$ cat config.mk
export PLATFORM = sky130hd
export DESIGN_NAME = attract_screen
export DESIGN_NICKNAME = d
export VERILOG_FILES = /design/src/rtl/attract_screen.sv
export SDC_FILE = /design/constraint.sdc
export NUM_CORES = 1
export LEC_CHECK = 0
export CORE_ASPECT_RATIO = 0.7
export CORE_MARGIN = 4
export CORE_UTILIZATION = 47
export DETAILED_ROUTE_END_ITERATION = 10
export GPL_TIMING_DRIVEN = 0
export PLACE_DENSITY_LB_ADDON = 0.12
export SKIP_CTS_REPAIR_TIMING = 1
export SLEW_MARGIN = 15
export SYNTH_ARGS = -nofsm -noshare
export SYNTH_HDL_FRONTEND = slang
export SYNTH_SLANG_ARGS = --single-unit
export TNS_END_PERCENT = 10
$ cat constraint.sdc
create_clock -name clk -period 2.05 [get_ports clk]
set_input_delay 0.41 -clock clk [delete_from_list [all_inputs] [get_ports clk]]
set_output_delay 0.41 -clock clk [all_outputs]
set_load 0.01 [all_outputs]
$ cat src/rtl/attract_screen.sv
`default_nettype none
// ============================================================================
// Module   : attract_screen
// Purpose  : Attract-mode animator for the tile grid. While the game is idle
//            it drops tiles on pseudo-random cells, one step per
//            DELAY_FRAMES video frames. Modes: single hopping tile, hopping
//            tile with a counting value, and progressive fill-then-clear.
// Revision : 1.0 - initial release
// ============================================================================
module attract_screen #(
  parameter int GRID_CELLS   = 16,
  parameter int CELL_W       = 4,
  parameter int DELAY_FRAMES = 30,
  parameter int TILE_VALUE   = 11,
  parameter int IDX_W        = $clog2(GRID_CELLS)
) (
  input  logic                         clk,
  input  logic                         rst_n,
  input  logic                         enable,
  input  logic [1:0]                   mode,
  input  logic                         frame_tick,
  input  logic [IDX_W-1:0]             lfsr_in,
  output logic [GRID_CELLS*CELL_W-1:0] grid,
  output logic                         step,
  output logic [IDX_W-1:0]             tile_idx
);

  localparam int                CNT_W     = $clog2(DELAY_FRAMES + 1);
  localparam int                PAD_CELLS = 1 << IDX_W;
  localparam logic [CELL_W-1:0] TILE_V    = CELL_W'(TILE_VALUE);
  localparam logic [CELL_W-1:0] VAL_ONE   = CELL_W'(1);
  localparam logic [CNT_W-1:0]  LAST_TICK = CNT_W'(DELAY_FRAMES - 1);
  // One bit wider than the index so GRID_CELLS == 2**IDX_W does not wrap to 0.
  localparam logic [IDX_W:0]    CELLS_LIM = (IDX_W + 1)'(GRID_CELLS);

  localparam logic [1:0] MODE_SINGLE = 2'd0;
  localparam logic [1:0] MODE_FILL   = 2'd2;

  typedef enum logic [0:0] {
    S_PICK = 1'b0,
    S_WAIT = 1'b1
  } state_t;

  state_t            state, state_n;
  logic [CNT_W-1:0]  cnt, cnt_n;
  logic [CELL_W-1:0] val_q, val_n;
  logic [1:0]        mode_q, mode_n;
  logic [GRID_CELLS*CELL_W-1:0] grid_n;
  logic              step_n;
  logic [IDX_W-1:0]  tile_n;

  // Cell view padded to the full index range so any candidate can be looked
  // up safely; padding cells read as empty but are rejected by the range test.
  logic [CELL_W-1:0]     cells [PAD_CELLS];
  logic [GRID_CELLS-1:0] occupied;

  for (genvar i = 0; i < PAD_CELLS; i++) begin : g_cell
    if (i < GRID_CELLS) begin : g_real
      assign cells[i]    = grid[i*CELL_W +: CELL_W];
      assign occupied[i] = |grid[i*CELL_W +: CELL_W];
    end else begin : g_pad
      assign cells[i] = '0;
    end
  end

  logic [1:0]        mode_eff;
  logic              grid_full;
  logic              cand_ok;
  logic [CELL_W-1:0] val_inc;

  assign mode_eff  = (mode == 2'd3) ? MODE_SINGLE : mode;
  assign grid_full = &occupied;
  assign cand_ok   = ({1'b0, lfsr_in} < CELLS_LIM) && (cells[lfsr_in] == '0);
  assign val_inc   = (val_q == TILE_V) ? VAL_ONE : val_q + VAL_ONE;

  // State register and all registered outputs.
  always_ff @(posedge clk) begin
    if (!rst_n) begin
      state    <= S_PICK;
      cnt      <= '0;
      val_q    <= VAL_ONE;
      mode_q   <= MODE_SINGLE;
      grid     <= '0;
      step     <= 1'b0;
      tile_idx <= '0;
    end else begin
      state    <= state_n;
      cnt      <= cnt_n;
      val_q    <= val_n;
      mode_q   <= mode_n;
      grid     <= grid_n;
      step     <= step_n;
      tile_idx <= tile_n;
    end
  end

  // Next-state logic: restart (disable or mode change) overrides any placement.
  always_comb begin
    state_n = state;
    cnt_n   = cnt;
    val_n   = val_q;
    mode_n  = mode_eff;
    grid_n  = grid;
    step_n  = 1'b0;
    tile_n  = tile_idx;
    if (!enable || (mode_eff != mode_q)) begin
      state_n = S_PICK;
      cnt_n   = '0;
      val_n   = VAL_ONE;
      grid_n  = '0;
    end else begin
      case (state)
        S_PICK: begin
          if ((mode_q == MODE_FILL) && grid_full) begin
            grid_n  = '0;
            step_n  = 1'b1;
            state_n = S_WAIT;
            cnt_n   = '0;
          end else if (cand_ok) begin
            if (mode_q != MODE_FILL) grid_n = '0;
            for (int i = 0; i < GRID_CELLS; i++) begin
              if (IDX_W'(i) == lfsr_in)
                grid_n[i*CELL_W +: CELL_W] = (mode_q == MODE_SINGLE) ? TILE_V : val_q;
            end
            if (mode_q != MODE_SINGLE) val_n = val_inc;
            tile_n  = lfsr_in;
            step_n  = 1'b1;
            state_n = S_WAIT;
            cnt_n   = '0;
          end
        end
        default: begin
          if (frame_tick) begin
            if (cnt == LAST_TICK) state_n = S_PICK;
            else                  cnt_n   = cnt + CNT_W'(1);
          end
        end
      endcase
    end
  end

endmodule
`default_nettype wire

==> results.json <==
{
  "antenna_found_initial": 0,
  "synth_area_um2": 4220,
  "synth_commonest_cells": "dfxtp_1, nand2_1, nand3_1",
  "syn_inst": 495,
  "use_met1": 0.384,
  "seq_area_frac_synth": 0.384,
  "startpoint_type": "register",
  "core_um2": 8580,
  "met2_usage": 0.393,
  "finalNetCount": 609,
  "post_drt_via_cell_ratio": 6.35,
  "setup_viol": 79,
  "first_pass_iters": 5,
  "insertion_delay_ns": 0.34,
  "maxSlewHeadroom": 0.324,
  "total_power_mw": 3.83,
  "start_util": 0.492,
  "grt_pass1_wl_um": 22400,
  "skew_ns": 0.00792,
  "crit_fanout": 10,
  "synth_nets": 508,
  "dpl.hpwl_um": 10400,
  "yosys.cell_types.count": 60,
  "gr-total-overflow": 0,
  "violations": "negative setup slack",
  "crit_required_ns": 2.26,
  "timing.fmax_mhz": 413,
  "rsz0062_at_grt": "yes",
  "ys.warnings.count": 0,
  "place_congestion": 0.996,
  "cts_buffers": 9,
  "synth-edff-count": 0,
  "cts.sinks": 81,
  "hold_viol_final": 0,
  "clk_path_buf_depth": 2,
  "async_reset_ff_frac": 0,
  "grt_usage": 0.269,
  "vias": 4576,
  "io_pins": 79,
  "fp-row-count": 28,
  "cts-htree-levels": 3,
  "first_global_vias": 4225,
  "die_w_um": 121,
  "end_kind": "register",
  "drive_gt1_frac": 0.223,
  "syn_area_per_cell_um2": 8.52,
  "peakVddDrop_mv": 0.432,
  "busiest_layer": "met2",
  "root_buffer": "clkbuf_16",
  "remaining_drc_errors": 0,
  "syn_to_final_growth_pct": 42.1,
  "p_leak_nw": 1.96,
  "nFillCells": 668,
  "maxSlewViolCount": 0,
  "die_y_um": 87.3,
  "drtIter0Drc": 514,
  "cts_tree": "built",
  "tightestPinTransition_ns": 1.01,
  "holdCritPathClass": "in -> reg",
  "finalWirelength_um": 14800,
  "antenna_cells": 0,
  "wl_per_cell_um": 20.6,
  "grt_max_degree": 13,
  "period_minus_slack_ns": 2.42,
  "synth_top_area_share": 0.384,
  "io_buffers": 76,
  "synth_ff_type": "dfxtp_1",
  "crit_type": "reg -> reg",
  "p_per_area_nw_per_um2": 638,
  "yosysMostFrequentCell": "dfxtp_1",
  "maxCapViolations": 0,
  "whs_ns": 0.366,
  "synth.area.top_cells": "dfxtp_1, nand3_1, nand2_1",
  "dieArea_um2": 10600,
  "yosysTopAreaCell": "dfxtp_1",
  "antenna_left": 0,
  "path_clk_slew_ns": 0.06,
  "synth_seq_cells": 81,
  "fin_crit_sh": 1.18,
  "status": "complete, but fails checks",
  "cp_data_arrival_time_ns": 2.63,
  "grt_use_met3": 0.0760,
  "layout_setup_ws_ns": -0.371
}
==> cell usage in the layout, fill, tap and decap left out, drive strengths merged, types with 6 or more instances in the layout <==
| master | count |
|---|---|
| dfxtp | 81 |
| clkdlybuf4s50 | 73 |
| nand2 | 69 |
| nand3 | 55 |
| o21ai | 33 |
| buf | 32 |
| o22ai | 31 |
| clkbuf | 30 |
| a211oi | 23 |
| nor2 | 21 |
| nor4 | 21 |
| a221oi | 14 |
| a31oi | 13 |
| and2 | 10 |
| a21oi | 10 |
| inv | 7 |
| nand3b | 6 |
| o31a | 6 |
==> stage by stage <==
stage,worst slack (ns),cell area [um2],util,std cells,TNS (ns)
final,-0.371,5990,0.698,721,-22.88
after global routing,-0.434,5990,0.698,721,-27.46
after CTS,-0.838,5500,0.641,707,-47.49
after detailed placement,-0.849,5210,0.607,691,-57.99
after global placement,-0.820,5210,0.607,691,-56.39
after floorplan,-0.0599,4300,-,495,-2.04
==> metal layers <==
layer,share of wire,up-vias,routed length (um)
met4,0.018,0,274
met3,0.11,34,1690
li1,-,2079,-
met1,0.44,2147,6510
met2,0.43,316,6340
met5,0,-,0
==> final timing paths <==
check                endpoint        start  slack [ns]  cells past startpoint
setup / recovery      grid[0]     grid[15]       -0.37                      8
hold / removal    tile_idx[1]   lfsr_in[1]        0.37                      3
setup reg to reg      grid[0]     grid[15]       -0.37                      8
hold reg to reg   tile_idx[0]  tile_idx[0]        0.47                      2
==> flip-flops by register name, indices dropped and copies added (netlist names) <==
register	flops
grid	64
state	1
step	1
cnt	5
val_q	4
mode_q	2
tile_idx	4
==> cells by family after synthesis <==
family | count (synthesis) | share of synthesized area
adder cells (fa/ha/maj) | 3 | 0.00890
AND/OR/NAND/NOR | 213 | 0.255
XOR/XNOR | 3 | 0.00623
buffers and inverters | 43 | 0.0519
multiplexers | 6 | 0.0202
AO/OA/AOI/OAI | 146 | 0.274
flip-flops | 81 | 0.384
==> worst max-delay path: stages (launching register included) <==
cell	delay (ns)
dfxtp_1	0.34
nor4_2	0.55
a22o_1	0.26
a211oi_2	0.08
o221a_1	0.30
buf_6	0.17
buf_12	0.16
a211oi_4	0.29
o21ai_1	0.12
==> report_power, final <==
part | switching (mW) | internal (mW)
sequential | 0.00980 | 1.59
clock | 0.625 | 0.974
combinational | 0.383 | 0.247
total | 1.02 | 2.81
==> cell type report <==
cell class	instances	area [um2]	area share
Inverter	7	26.3	0.00438
Tap cell	120	150	0.0251
Buffer	35	251	0.0420
Clock buffer	13	250	0.0418
Multi-Input combinational cell	372	2720	0.453
Sequential cell	81	1630	0.273
Clock inverter	3	40.0	0.00668
Timing Repair Buffer	90	926	0.154
Note: power is estimated with default switching activity, not from simulation.
